==> config.mk <==
export PLATFORM = sky130hd
export DESIGN_NAME = fir_capture_reader
export DESIGN_NICKNAME = d
export VERILOG_FILES = /design/src/rtl/fir_capture_reader.sv
export SDC_FILE = /design/constraint.sdc
export NUM_CORES = 1
export LEC_CHECK = 0
export BUFFER_PORTS_ARGS = -buffer_cell sky130_fd_sc_hd__buf_2
export CAP_MARGIN = 0
export CORE_UTILIZATION = 30
export CTS_BUF_LIST = sky130_fd_sc_hd__clkbuf_4 sky130_fd_sc_hd__clkbuf_8 sky130_fd_sc_hd__clkbuf_16
export CTS_CLUSTER_DIAMETER = 40
export CTS_CLUSTER_SIZE = 30
export DETAILED_ROUTE_END_ITERATION = 7
export GPL_ROUTABILITY_DRIVEN = 1
export GPL_TIMING_DRIVEN = 0
export SLEW_MARGIN = 10
export SYNTH_ARGS = -nofsm -noshare
export SYNTH_HDL_FRONTEND = slang
export SYNTH_SLANG_ARGS = --single-unit
==> constraint.sdc <==
create_clock -name clk -period 7.1 [get_ports clk]
set_input_delay 0.71 -clock clk [delete_from_list [all_inputs] [get_ports clk]]
set_output_delay 0.71 -clock clk [all_outputs]
set_load 0.005 [all_outputs]
==> src/rtl/fir_capture_reader.sv <==
// Capture/readout buffer placed after the FIR datapath: arm, optional level
// trigger, DEPTH-sample capture with signed peak tracking, then valid/ready drain.
module fir_capture_reader #(
    parameter int DATA_W = 16,
    parameter int DEPTH  = 16,
    parameter int ADDR_W = 4
) (
    input  logic              clk,
    input  logic              rst,
    input  logic [DATA_W-1:0] sample_in,
    input  logic              sample_valid,
    input  logic              arm,
    input  logic              abort,
    input  logic              trig_en,
    input  logic [DATA_W-1:0] trig_level,
    output logic [1:0]        state,
    output logic [ADDR_W:0]   cap_count,
    output logic [DATA_W-1:0] rd_data,
    output logic              rd_valid,
    input  logic              rd_ready,
    output logic              rd_last,
    output logic              done,
    output logic [DATA_W-1:0] peak_max,
    output logic [DATA_W-1:0] peak_min,
    output logic [7:0]        drop_cnt,
    output logic              arm_err
);

    typedef enum logic [1:0] {
        IDLE    = 2'd0,
        ARMED   = 2'd1,
        CAPTURE = 2'd2,
        DRAIN   = 2'd3
    } state_t;

    localparam logic [ADDR_W:0]   CNT_LAST = (ADDR_W+1)'(DEPTH - 1);
    localparam logic [ADDR_W:0]   CNT_ONE  = (ADDR_W+1)'(1);
    localparam logic [ADDR_W-1:0] PTR_LAST = ADDR_W'(DEPTH - 1);
    localparam logic [ADDR_W-1:0] PTR_ONE  = ADDR_W'(1);
    // Peaks start at the opposite extremes so the first stored sample wins both.
    localparam logic [DATA_W-1:0] MOST_NEG = {1'b1, {(DATA_W-1){1'b0}}};
    localparam logic [DATA_W-1:0] MOST_POS = {1'b0, {(DATA_W-1){1'b1}}};

    state_t            st, st_nxt;
    logic [DATA_W-1:0] mem [DEPTH];
    logic [ADDR_W-1:0] wr_ptr, rd_ptr, wr_idx;
    logic              store, xfer, arm_ok, arm_bad, drop;

    always_ff @(posedge clk or negedge rst) begin
        if (!rst) st <= IDLE;
        else      st <= st_nxt;
    end

    always_comb begin
        st_nxt  = st;
        store   = 1'b0;
        xfer    = 1'b0;
        arm_ok  = 1'b0;
        arm_bad = 1'b0;
        drop    = 1'b0;
        wr_idx  = wr_ptr;
        if (abort) begin
            st_nxt = IDLE;
        end else begin
            if (arm) begin
                if (st == IDLE) arm_ok  = 1'b1;
                else            arm_bad = 1'b1;
            end
            unique case (st)
                IDLE: begin
                    if (arm) st_nxt = ARMED;
                end
                ARMED: begin
                    if (sample_valid &&
                        (!trig_en || ($signed(sample_in) >= $signed(trig_level)))) begin
                        store  = 1'b1;
                        wr_idx = '0;
                        st_nxt = CAPTURE;
                    end
                end
                CAPTURE: begin
                    if (sample_valid) begin
                        store = 1'b1;
                        if (cap_count == CNT_LAST) st_nxt = DRAIN;
                    end
                end
                DRAIN: begin
                    drop = sample_valid;
                    if (rd_ready) begin
                        xfer = 1'b1;
                        if (rd_ptr == PTR_LAST) st_nxt = IDLE;
                    end
                end
                default: st_nxt = IDLE;
            endcase
        end
    end

    always_ff @(posedge clk) begin
        if (store) mem[wr_idx] <= sample_in;
    end

    always_ff @(posedge clk or negedge rst) begin
        if (!rst) begin
            wr_ptr    <= '0;
            rd_ptr    <= '0;
            cap_count <= '0;
            done      <= 1'b0;
            arm_err   <= 1'b0;
            peak_max  <= '0;
            peak_min  <= '0;
            drop_cnt  <= '0;
        end else begin
            done <= xfer && rd_last;
            if (abort) begin
                wr_ptr    <= '0;
                rd_ptr    <= '0;
                cap_count <= '0;
            end else begin
                if (arm_bad) arm_err <= 1'b1;
                if (arm_ok) begin
                    wr_ptr    <= '0;
                    rd_ptr    <= '0;
                    cap_count <= '0;
                    drop_cnt  <= '0;
                    arm_err   <= 1'b0;
                    peak_max  <= MOST_NEG;
                    peak_min  <= MOST_POS;
                end
                if (store) begin
                    wr_ptr    <= (st_nxt == DRAIN) ? '0 : wr_idx + PTR_ONE;
                    cap_count <= cap_count + CNT_ONE;
                    if ($signed(sample_in) > $signed(peak_max)) peak_max <= sample_in;
                    if ($signed(sample_in) < $signed(peak_min)) peak_min <= sample_in;
                end
                if (drop && (drop_cnt != '1)) drop_cnt <= drop_cnt + 8'd1;
                if (xfer) rd_ptr <= rd_last ? '0 : rd_ptr + PTR_ONE;
            end
        end
    end

    assign state    = st;
    assign rd_valid = (st == DRAIN);
    assign rd_last  = rd_valid && (rd_ptr == PTR_LAST);
    assign rd_data  = mem[rd_ptr];

endmodule

* After elaboration in Yosys (flattened, before gate mapping)
Memory sizes are Yosys's and may differ from the RTL's.
Index checks and enable logic that the tools add are counted.
** Word-level totals
- Flip-flop bits (word level) :: 57
- RAM bits :: 256
- Output and inout bits :: 67
- Word-level logic and storage cells :: 86
- Memories kept :: 1
** Cells by class
- $add $sub $neg :: 4
- Order comparisons :: 3
- Equal/unequal tests :: 7
- Muxes and demuxes :: 48
- Bitwise logic cells :: 1
- Reductions and logical operators :: 13
** Memories
- mem :: words 16, width 16, rd ports 1, clocked after memory_dff 0, wr ports 1, RTL line 45 : logic [DATA_W-1:0] mem [DEPTH];
** Operators by type and width (count)
- $mux W16 :: 6
- $mux W4 :: 10
- $mux W1 :: 18
- $ge A16 B16 Y1 :: 1
- $gt A16 B16 Y1 :: 1
- $lt A16 B16 Y1 :: 1
- $mux W8 :: 2
- $mux W5 :: 3
- $mux W2 :: 7
- $add A4 B1 Y4 const B :: 2
- $add A8 B1 Y8 const B :: 1
- $ne A8 B8 Y1 const B :: 1
- $pmux W2 S4 :: 1
- $eq A2 B2 Y1 const B :: 3
- $reduce_bool A3 Y1 :: 2
- $add A5 B1 Y5 const B :: 1
- $eq A5 B4 Y1 const B :: 1
- $eq A4 B4 Y1 const B :: 1
- $logic_and A1 B1 Y1 :: 4
- $reduce_and A2 Y1 :: 2
- $reduce_bool A2 Y1 :: 2
- $eq A2 B1 Y1 const B :: 1
- $logic_not A2 Y1 :: 1
- $pmux W1 S2 :: 1
- 3 further kinds :: 3

* Depth between registers and ports, before layout
Gate-level depths: netlist (run 1).
- Word-level depth :: 10
- Mapped depth :: 12

* Worst setup path before layout (run 1)
Ideal clock, no wire load.
- Path kind :: input -> register
- From :: input port trig_level[15]
- To :: memory mem[2][0] (enable)
- Arrival :: 3.724 ns
- Path slack :: 2.966 ns
- Cell stages on the path :: 10
- Cells stage by stage :: inv_1 -> ha_1 -> nand4_1 -> o21bai_1 -> a211o_1 -> o32ai_1 -> nand2b_1 -> a21oi_1 -> nand2b_1 -> nor3_1
** On the way
- Cells in the longest elaborated chain, start to end :: 8
** RTL lines
- from (decl) :: RTL line 15 : input logic [DATA_W-1:0] trig_level,
- $ge A16 B16 Y1 * :: RTL line 75 : (!trig_en || ($signed(sample_in) >= $signed(trig_level)))) begin
- $logic_or A1 B1 Y1 * :: RTL line 75
- $logic_and A1 B1 Y1 * :: RTL line 74 : if (sample_valid &&
- $mux W1 :: RTL line 74
- $pmux W1 S2 :: RTL line 69 : unique case (st)
- $mux W1 :: RTL line 62 : if (abort) begin
- $mux W1 :: RTL line 100 : if (store) mem[wr_idx] <= sample_in;
- $mux W1 (not written as such) :: RTL line 100
- to (decl) :: RTL line 45
Every way passes the cells marked *; elsewhere a longest branch is shown, timed or not.

* Worst setup path in the final report (run 1)
- From :: register rd_ptr[0]
- To :: output port rd_data[15]
** On the way
- Cells in the longest elaborated chain, start to end :: 1
** RTL lines
- from (decl) :: RTL line 46 : logic [ADDR_W-1:0] wr_ptr, rd_ptr, wr_idx;
- from (signal assigned) :: RTL line 137 : if (xfer) rd_ptr <= rd_last ? '0 : rd_ptr + PTR_ONE;
- $mem_v2 Z16 W16
- to (decl) :: RTL line 18 : output logic [DATA_W-1:0] rd_data,
Every way passes these cells.

==> qor.txt, run 1 <==
RSZ-0062 raised after global routing - no
hold slack - 0.247 ns
core footprint - 0.0455 mm²
Clk pwr share - 0.502
initial antenna violation count - 0
number of synthesized flops with an enable pin - 256
critical-path cell list - clkbuf_1 -> buf_1 -> buf_1 -> mux2i_1 -> a21oi_1 -> o21ai_0 -> nand2_1 -> buf_2
Max-slew headroom - 0.294
Startpoint Class - register
gr usage total - 0.149
part of the Yosys area used for sequential elements - 0.656
stages on the worst setup path - 8
Switching Fraction - 0.243
top cells by area, synth - edfxtp_1 55%, dfrtp_1 10%, mux2i_1 6.0%
Mapped Cells - 955
Util after Layout - 0.372
initial drt markers - 594
Worst EP arrival - 3.84 ns
number of global-route vias before repair - 8798
YS warnings - 0
R2R Path End - mem[4][15]$_DFFE_PP_
top post-synthesis cells by count - 256 x edfxtp_1, 83 x mux2i_1, 73 x inv_1, 64 x nand2_1, 61 x o21ai_0
Crit Reg-Reg Startpoint - state[0]$_DFF_PN0_
CTS tree - done
most frequent CP cell - buf_1
Pint - 3.32 mW
First-pass DRT Iterations - 5
DIE HEIGHT - 217 µm
Remaining Overflow, GRT - 0
Switch Pwr - 1.06 mW
Post-Syn Area per Cell - 14.5 µm²
distinct cell type count after synthesis - 53
worst path required time - 6.39 ns
CTS clock-pin slew for the worst setup and hold paths - 0.07 ns
crit path buf inv count - 4
Vias/cell - 4.87
final WL - 34200 µm
first-pass GRT wire length - 53200 µm
WS Path Type - register to output port
num ports - 106
Period minus WS final - 4.55 ns
Starting Density - 0.305
CTS H-tree depth - 2
max-cap check violation count - 0
Crit. End Element - output port
async set-reset flop share out of synthesis - 0.182
Final #Nets - 1215
CTS Buf Count - 44
VDD IR-drop max - 0.000159 V
hold crit path type - input pin to asynchronous set/reset pin
Setup Fix Bufs, Post-CTS - 0
Synth area leader - edfxtp_1
root buf cell - clkbuf_16
Ant. Diodes - 0
CP max stage cell - buf_1
Power Dens Cells - 259 mW/mm²
# fillers - 4345
worst-margin pin slew - 1.06 ns
CP max stage delay - 0.73 ns
num rows - 78
Max Fanout on Critical Path - 10
Syn Nets - 1049
Total Die Area - 0.0472 mm²
die width - 217 µm
max-slew violations - 0
power share of the combinational group - 0.040
vias after detailed routing - 8563
hold buffers post-CTS - 0
Layout area overhead - 21.9%
layout cells sized above 1 - 0.239
wire per inst - 19.5 µm
setup TNS - 0 ns
Clock Tree Buf Depth - 3
count leader, synth - edfxtp_1
Seq pwr share - 0.458
final worst-path cycle share - 0.640
Post-DP HPWL - 24500 µm
Clock Sinks - 313
largest net degree at the start of global routing - 58
DRT antenna net count - 0
LEAKAGE - 6.14 nW
post-CTS sizing - 0
routability cong. - 0.796
cell area after synthesis - 0.0139 mm²
status - finished clean
DR DRC count - 0
dominant synthesized flop cell - edfxtp_1
Final Hold Violating Endpoints - 0
Clk Latency, worst-skew pair - 0.55 ns
Setup Skew - 0.0277 ns
Yosys top cell area share - 0.554
fmax - 0.220 GHz
#FFs+latches synth - 313
input/output buffers - 104
flop2flop setup slack - 3.97 ns
depth of the most critical reg-to-reg path - 7
final setup fails - 0
delay-heaviest family, CP - buffers and inverters
worst max path at each step:
stage | start | to | slack, ns
floorplan | trig_level[15] | mem[2][0]$_DFFE_PP_ | 2.97
global placement | sample_in[15] | mem[4][2]$_DFFE_PP_ | 0.75
detailed placement | sample_in[15] | mem[4][15]$_DFFE_PP_ | 1.96
CTS | rd_ptr[0]$_DFFE_PN0P_ | rd_data[15] | 2.47
global route | sample_in[15] | mem[4][15]$_DFFE_PP_ | 2.24
finish | rd_ptr[0]$_DFFE_PN0P_ | rd_data[15] | 2.55
power groups by stage:
stage / combinational (mW) / clock (mW) / sequential (mW)
after CTS: 0.180 / 2.24 / 2.01
after floorplan: 0.0875 / 0 / 2.05
after detailed placement: 0.179 / 0 / 2.05
final: 0.177 / 2.20 / 2.01
after global placement: 0.172 / 0 / 2.05
after global routing: 0.204 / 2.32 / 2.01
cells by family (layout without fill, tap and decap cells):
| family | Yosys count | after routing | share of synthesized area |
|---|---|---|---|
| flops | 313 | 313 | 0.656 |
| simple gates | 175 | 175 | 0.0585 |
| compound gates | 166 | 166 | 0.0780 |
| mux | 130 | 130 | 0.124 |
| buf+inv | 114 | 316 | 0.0326 |
| fa+ha+maj | 55 | 55 | 0.0495 |
| xor+xnor | 2 | 2 | 0.00126 |
state kept, by name (all words and copies together) (netlist names):
register	cells
arm_err	1
cap_count	5
done	1
drop_cnt	8
mem	256
peak_max	16
peak_min	16
rd_ptr	4
state	2
wr_ptr	4
placed cells by master (no fill, tap or decap), types with 11 or more instances in the layout:
cell	Yosys	layout
nand3_1	16	16
a22oi_1	16	16
mux2_2	15	15
a221oi_1	16	16
clkbuf_16	0	45
mux2i_1	83	83
nand2_1	64	64
mux4_2	32	32
inv_6	0	12
clkbuf_1	28	28
edfxtp_1	256	256
nor2_1	44	34
a21oi_1	32	32
o21ai_0	61	61
ha_1	55	55
inv_1	73	73
dfrtp_1	57	57
nand4_1	11	11
buf_2	2	105
worst reg2reg max path, delay by kind of cell, from the launching register on:
kind	cells	cell delay, ns
simple gates	3	1.13
compound gates	1	0.49
buf+inv	2	0.45
flops	1	0.42
fa+ha+maj	1	0.35
stage by stage:
stage / setup slack [ns] / power [mW] / std cells / cell area (µm²)
after global routing: 2.24 / 4.53 / 1757 / 16900
after detailed placement: 1.96 / 2.23 / 1675 / 15400
after global placement: 0.749 / 2.22 / 1659 / 15200
after floorplan: 2.97 / 2.13 / 955 / 13900
after CTS: 2.47 / 4.43 / 1757 / 16900
final: 2.55 / 4.38 / 1757 / 16900
metal layers:
| metal | wire length, µm | vias to the layer above | global-route usage | part of all wire |
|---|---|---|---|---|
| met5 | 0 | - | 0 | 0 |
| met1 | 15300 | 4296 | 0.203 | 0.45 |
| met4 | 965 | 0 | 0.0500 | 0.028 |
| li1 | - | 3977 | - | - |
| met3 | 1870 | 59 | 0.0261 | 0.055 |
| met2 | 16100 | 231 | 0.240 | 0.47 |
final cells by class:
class / count / area [µm²] / area share
Inverter: 73 / 274 / 0.0162
Sequential cell: 313 / 9110 / 0.538
Timing Repair Buffer: 120 / 738 / 0.0436
Clock buffer: 45 / 1130 / 0.0665
Buffer: 41 / 179 / 0.0106
Tap cell: 600 / 751 / 0.0443
Multi-Input combinational cell: 528 / 4380 / 0.258
Clock inverter: 37 / 377 / 0.0222
(Power assumes the default switching activity.)
==> inputs of run 2 (changes only) <==
==> constraint.sdc (replaced) <==
create_clock -name clk -period 4.2 [get_ports clk]
set_input_delay 0.42 -clock clk [delete_from_list [all_inputs] [get_ports clk]]
set_output_delay 0.42 -clock clk [all_outputs]
set_load 0.005 [all_outputs]
==> run 2 against run 1 <==
Compared with the run above:
- cell area rose by 0.23%
- first-iteration DRC count is 8.4% lower
- cell count is the same
- critical endpoint is now mem[8][2]$_DFFE_PP_
- critical path type is now input pin to register
==> qor.txt, run 2 (same netlist as run 1, synthesis figures left out) <==
status - finished clean
CTS Buf Count - 44
root buf cell - clkbuf_16
Remaining Overflow, GRT - 0
First-pass DRT Iterations - 5
die width - 217 µm
CP max stage cell - nor3_2
Max-slew headroom - 0.274
most common cell after layout, fill and taps aside - edfxtp_1
WS Path Type - input pin to register
CTS tree - done
max-slew violations - 0
initial antenna violation count - 0
Post-DP HPWL - 24500 µm
CTS clock-pin slew for the worst setup and hold paths - 0.06 ns
largest registers - mem (256), peak_max (16), peak_min (16)
worst path required time - 4.45 ns
Setup Fix Bufs, Post-CTS - 0
vias after detailed routing - 8565
first-pass GRT wire length - 53200 µm
gr usage total - 0.149
Clk Latency, worst-skew pair - 0.55 ns
DR DRC count - 0
final total power - 7.41 mW
Power Dens Cells - 437 mW/mm²
Clk pwr share - 0.501
layout cells sized above 1 - 0.242
num ports - 106
CTS H-tree depth - 2
Starting Density - 0.305
Final #Nets - 1215
Clock Tree Buf Depth - 3
wire per inst - 19.5 µm
Layout area overhead - 22.2%
DIE HEIGHT - 217 µm
critical-path cell list - buf_2 -> ha_1 -> nand4_1 -> o21bai_1 -> a211o_1 -> o32ai_1 -> nand2b_1 -> a21oi_2 -> nand3b_1 -> nor3_2 -> buf_6
met3 WL post-DR - 1910 µm
max-cap check violation count - 0
final worst-path cycle share - 0.919
metal2 WL - 16100 µm
crit path buf inv count - 2
input/output buffers - 104
Vias/cell - 4.87
RSZ-0062 raised after global routing - no
Top reg by flops - mem
Period minus WS final - 3.86 ns
Startpoint Class - input pin
Final Hold Violating Endpoints - 0
Seq pwr share - 0.458
most frequent cells in the layout - 256 x edfxtp_1, 106 x buf_2, 83 x mux2i_1, 73 x inv_1, 64 x nand2_1
Clock Sinks - 313
max layer used - met4
CP max stage delay - 0.65 ns
Met1 Routed Length - 15300 µm
VDD IR-drop max - 0.000269 V
num rows - 78
Setup Skew - 0.0273 ns
hold crit path type - input pin to register
Pint - 5.61 mW
worst-margin pin slew - 1.08 ns
core footprint - 0.0455 mm²
delay-heaviest family, CP - simple AND/OR/NAND/NOR gates
largest net degree at the start of global routing - 58
Switch Pwr - 1.80 mW
hold slack - 0.253 ns
Max Fanout on Critical Path - 21
final setup fails - 0
Worst EP arrival - 4.11 ns
Ant. Diodes - 0
final WL - 34200 µm
LEAKAGE - 6.15 nW
routability cong. - 0.796
Crit. End Element - register
Total Die Area - 0.0472 mm²
power share of the combinational group - 0.041
Switching Fraction - 0.243
initial drt markers - 544
number of global-route vias before repair - 8798
max reg flops - 256
DRT antenna net count - 0
fmax - 0.259 GHz
[run 2: changes by cell type in the layout (fill, tap and decap cells not counted), sizes merged]
cell,delta
buf,-2
clkdlybuf4s15,+1
dlygate4sd3,+1
[run 2: area by class of cell]
type                       count  area, µm²
buffer                        40        185
clock buffer                  45       1130
clock inverter                37        377
fill                        4343      28500
inverter                      73        274
multi-input combinational    528       4400
sequential                   313       9110
tap                          600        751
timing repair buffer         121        748
[run 2: metrics by stage]
| step | area (µm²) | setup slack, ns | util | instances | TNS, ns |
|---|---|---|---|---|---|
| final | 17000 | 0.339 | 0.373 | 1757 | 0 |
| after global routing | 17000 | 0.0366 | 0.373 | 1757 | 0 |
| after detailed placement | 15400 | -0.651 | 0.339 | 1675 | -55.75 |
| after floorplan | 13900 | 0.356 | - | 955 | 0 |
| after CTS | 17000 | -0.0248 | 0.373 | 1758 | -0.156 |
| after global placement | 15200 | -1.86 | 0.333 | 1659 | -285.20 |
[run 2: power by group through the flow]
| stage | sequential, mW | combinational, mW | clock (mW) |
|---|---|---|---|
| floorplan | 3.46 | 0.148 | 0 |
| global placement | 3.46 | 0.290 | 0 |
| detailed placement | 3.46 | 0.302 | 0 |
| CTS | 3.40 | 0.305 | 3.79 |
| global route | 3.40 | 0.346 | 3.92 |
| finish | 3.40 | 0.302 | 3.71 |
[run 2: routing by layer]
layer | up-vias | GRT usage
met5 | - | 0
met4 | 0 | 0.0500
met3 | 64 | 0.0257
met2 | 245 | 0.240
met1 | 4277 | 0.203
li1 | 3979 | -
[run 2: final timing paths]
check                                     endpoint  depth (start not counted)                    start  slack [ns]
setup reg to reg           peak_min[6]$_DFFE_PN0N_                         10  peak_min[1]$_DFFE_PN0N_        1.37
hold / removal                      done$_DFF_PN0_                          4                 rd_ready        0.25
min in group asynchronous  peak_min[0]$_DFFE_PN0N_                          2                      rst        0.50
setup / recovery               mem[8][2]$_DFFE_PP_                         11            sample_in[15]        0.34
max in group asynchronous       state[1]$_DFF_PN0_                          2                      rst        3.14
hold reg to reg                arm_err$_DFFE_PN0P_                          2      arm_err$_DFFE_PN0P_        0.48
[run 2: worst register-to-register path, delay by kind of cell (launching register included)]
| kind | cells | cell delay (ns) |
|---|---|---|
| adder cells (fa/ha/maj) | 1 | 0.26 |
| buffers and inverters | 2 | 0.33 |
| AO/OA/AOI/OAI | 6 | 1.56 |
| flip-flops | 1 | 0.38 |
| multiplexers | 1 | 0.23 |
[run 2: timing repair]
item                                    4_1_cts  5_1_grt
pin swaps                                     0        0
endpoints found under the hold margin        22        0
hold buffers                                  1        0
endpoints found under the setup margin       22       94
gates resized for setup                       6        3
==> inputs of run 3 (changes only) <==
--- a/config.mk
+++ b/config.mk
@@ -7,13 +7,14 @@
 export LEC_CHECK = 0
 export BUFFER_PORTS_ARGS = -buffer_cell sky130_fd_sc_hd__buf_2
 export CAP_MARGIN = 0
-export CORE_UTILIZATION = 30
+export CORE_UTILIZATION = 60
 export CTS_BUF_LIST = sky130_fd_sc_hd__clkbuf_4 sky130_fd_sc_hd__clkbuf_8 sky130_fd_sc_hd__clkbuf_16
 export CTS_CLUSTER_DIAMETER = 40
 export CTS_CLUSTER_SIZE = 30
 export DETAILED_ROUTE_END_ITERATION = 7
 export GPL_ROUTABILITY_DRIVEN = 1
 export GPL_TIMING_DRIVEN = 0
+export PLACE_DENSITY = 0.87
 export SLEW_MARGIN = 10
 export SYNTH_ARGS = -nofsm -noshare
 export SYNTH_HDL_FRONTEND = slang
==> run 3 against run 2 <==
Compared with the run above:
- global-route usage rose by 15 points
- flip-flop and latch count did not move
- combinational power barely moved
- largest power group is now registers
- highest routed layer unchanged
==> qor.txt, run 3 (same netlist as run 1, synthesis figures left out) <==
CTS H-tree depth - 1
num rows - 55
depth of the most critical reg-to-reg path - 7
hold crit path type - input pin to register
die width - 154 µm
RSZ-0062 raised after global routing - no
root buf cell - clkbuf_16
gr usage total - 0.297
Worst EP arrival - 3.64 ns
Startpoint Class - register
worst-margin pin slew - 1.09 ns
wire per inst - 24.3 µm
routability cong. - 0.854
Hold Path Sink - state[0]$_DFF_PN0_
largest registers - mem (256), peak_max (16), peak_min (16)
status - finished clean
Total Die Area - 0.0238 mm²
Crit Reg-Reg Startpoint - state[0]$_DFF_PN0_
final setup fails - 0
CTS Buf Count - 31
vias after detailed routing - 9175
Hold Crit Start - trig_en
Clock Tree Buf Depth - 3
first-pass GRT wire length - 52400 µm
CTS clock-pin slew for the worst setup and hold paths - 0.08 ns
Final #Nets - 1200
Power Dens Cells - 408 mW/mm²
Post-DP HPWL - 22700 µm
Worst Slack Setup Final - 0.139 ns
Clock Sinks - 313
num ports - 106
hold path depth - 3
pre-CTS WS - -0.362 ns
number of global-route vias before repair - 9175
most frequent cells in the layout - 256 x edfxtp_1, 105 x buf_2, 83 x mux2i_1, 73 x inv_1, 64 x nand2_1
Remaining Overflow, GRT - 0
Vias/cell - 6.48
max reg flops - 256
most common cell after layout, fill and taps aside - edfxtp_1
Ant. Diodes - 0
final worst-path cycle share - 0.967
core footprint - 0.0226 mm²
WS Path Type - register to output port
Top reg by flops - mem
DR DRC count - 0
Clk Latency, worst-skew pair - 0.57 ns
DIE HEIGHT - 154 µm
Setup Skew - 0.0199 ns
max-cap check violation count - 0
hold slack - 0.203 ns
worst path required time - 3.78 ns
max-slew violations - 0
flop2flop setup slack - 1.17 ns
CTS tree - done
largest net degree at the start of global routing - 58
initial drt markers - 971
layout cells sized above 1 - 0.225
Max-slew headroom - 0.272
Starting Density - 0.613
Period minus WS final - 4.06 ns
LEAKAGE - 5.90 nW
First-pass DRT Iterations - 5
fmax - 0.246 GHz
final WL - 34400 µm
DRT antenna net count - 0
Crit. End Element - output port
R2R Path End - mem[4][0]$_DFFE_PP_
initial antenna violation count - 0
Final Hold Violating Endpoints - 0
Max Fanout on Critical Path - 10
setup TNS - 0 ns
input/output buffers - 104
Layout area overhead - 15.8%
final total power - 6.56 mW
VDD IR-drop max - 0.000387 V
run 3: cell types whose count changed in the layout (fill, tap and decap cells not counted), sizes merged:
cell      before  now
buf          131  129
clkbuf        73   60
inv           94   85
bufinv         1    2
clkinv        14    8
clkinvlp       1    3
run 3: per-stage QoR:
stage               utilization  cell area, µm²  cells
CTS                       0.710           16100   1415
global placement          0.652           14800   1344
floorplan                     -           13900    955
finish                    0.710           16100   1415
global route              0.710           16100   1415
detailed placement        0.662           15000   1358
run 3: critical path: stages (launching register included):
cell and delay (ns):
dfrtp_1 0.39, clkbuf_1 0.57, clkdlybuf4s15_2 0.58, buf_1 0.64
mux2i_1 0.27, a21oi_1 0.13, a22oi_1 0.22, nand2_1 0.12
buf_2 0.14
run 3: power by group:
| part | switching (mW) | total [mW] | internal (mW) |
|---|---|---|---|
| logic | 0.200 | 0.304 | 0.104 |
| clock network | 1.31 | 2.86 | 1.56 |
| registers | 0.0175 | 3.39 | 3.38 |
| total | 1.52 | 6.56 | 5.03 |
run 3: layout make-up:
cell class                      count  area, µm²
Buffer                             40        184
Clock buffer                       32        783
Clock inverter                     25        288
Fill cell                        1314       6560
Inverter                           73        274
Multi-Input combinational cell    528       4390
Sequential cell                   313       9110
Tap cell                          285        357
Timing Repair Buffer              119        694
run 3: worst max-delay path by stage:
stage | slack (ns) | depth (start not counted) | startpoint | endpoint
global route | 0.05 | 8 | rd_ptr[0]$_DFFE_PN0P_ | rd_data[13]
finish | 0.14 | 8 | rd_ptr[0]$_DFFE_PN0P_ | rd_data[12]
floorplan | 0.36 | 10 | trig_level[15] | mem[2][0]$_DFFE_PP_
CTS | 0.04 | 8 | rd_ptr[0]$_DFFE_PN0P_ | rd_data[6]
detailed placement | -0.36 | 11 | sample_in[15] | mem[2][15]$_DFFE_PP_
global placement | -1.37 | 10 | sample_in[15] | mem[4][2]$_DFFE_PP_
run 3: metal layers:
metal | vias up | global-route usage | part of all wire
met5 | - | 0 | 0
met4 | 0 | 0.141 | 0.044
met3 | 124 | 0.0459 | 0.097
met2 | 651 | 0.495 | 0.49
met1 | 4459 | 0.386 | 0.37
li1 | 3941 | - | -
run 3: timing repair:
| action | in CTS | in global routing |
|---|---|---|
| gates resized for setup | 3 | 4 |
| setup endpoints to repair | 12 | 64 |
| buffers inserted | 0 | 0 |
| hold buffers | 1 | 0 |
| hold endpoints to repair | 57 | 0 |
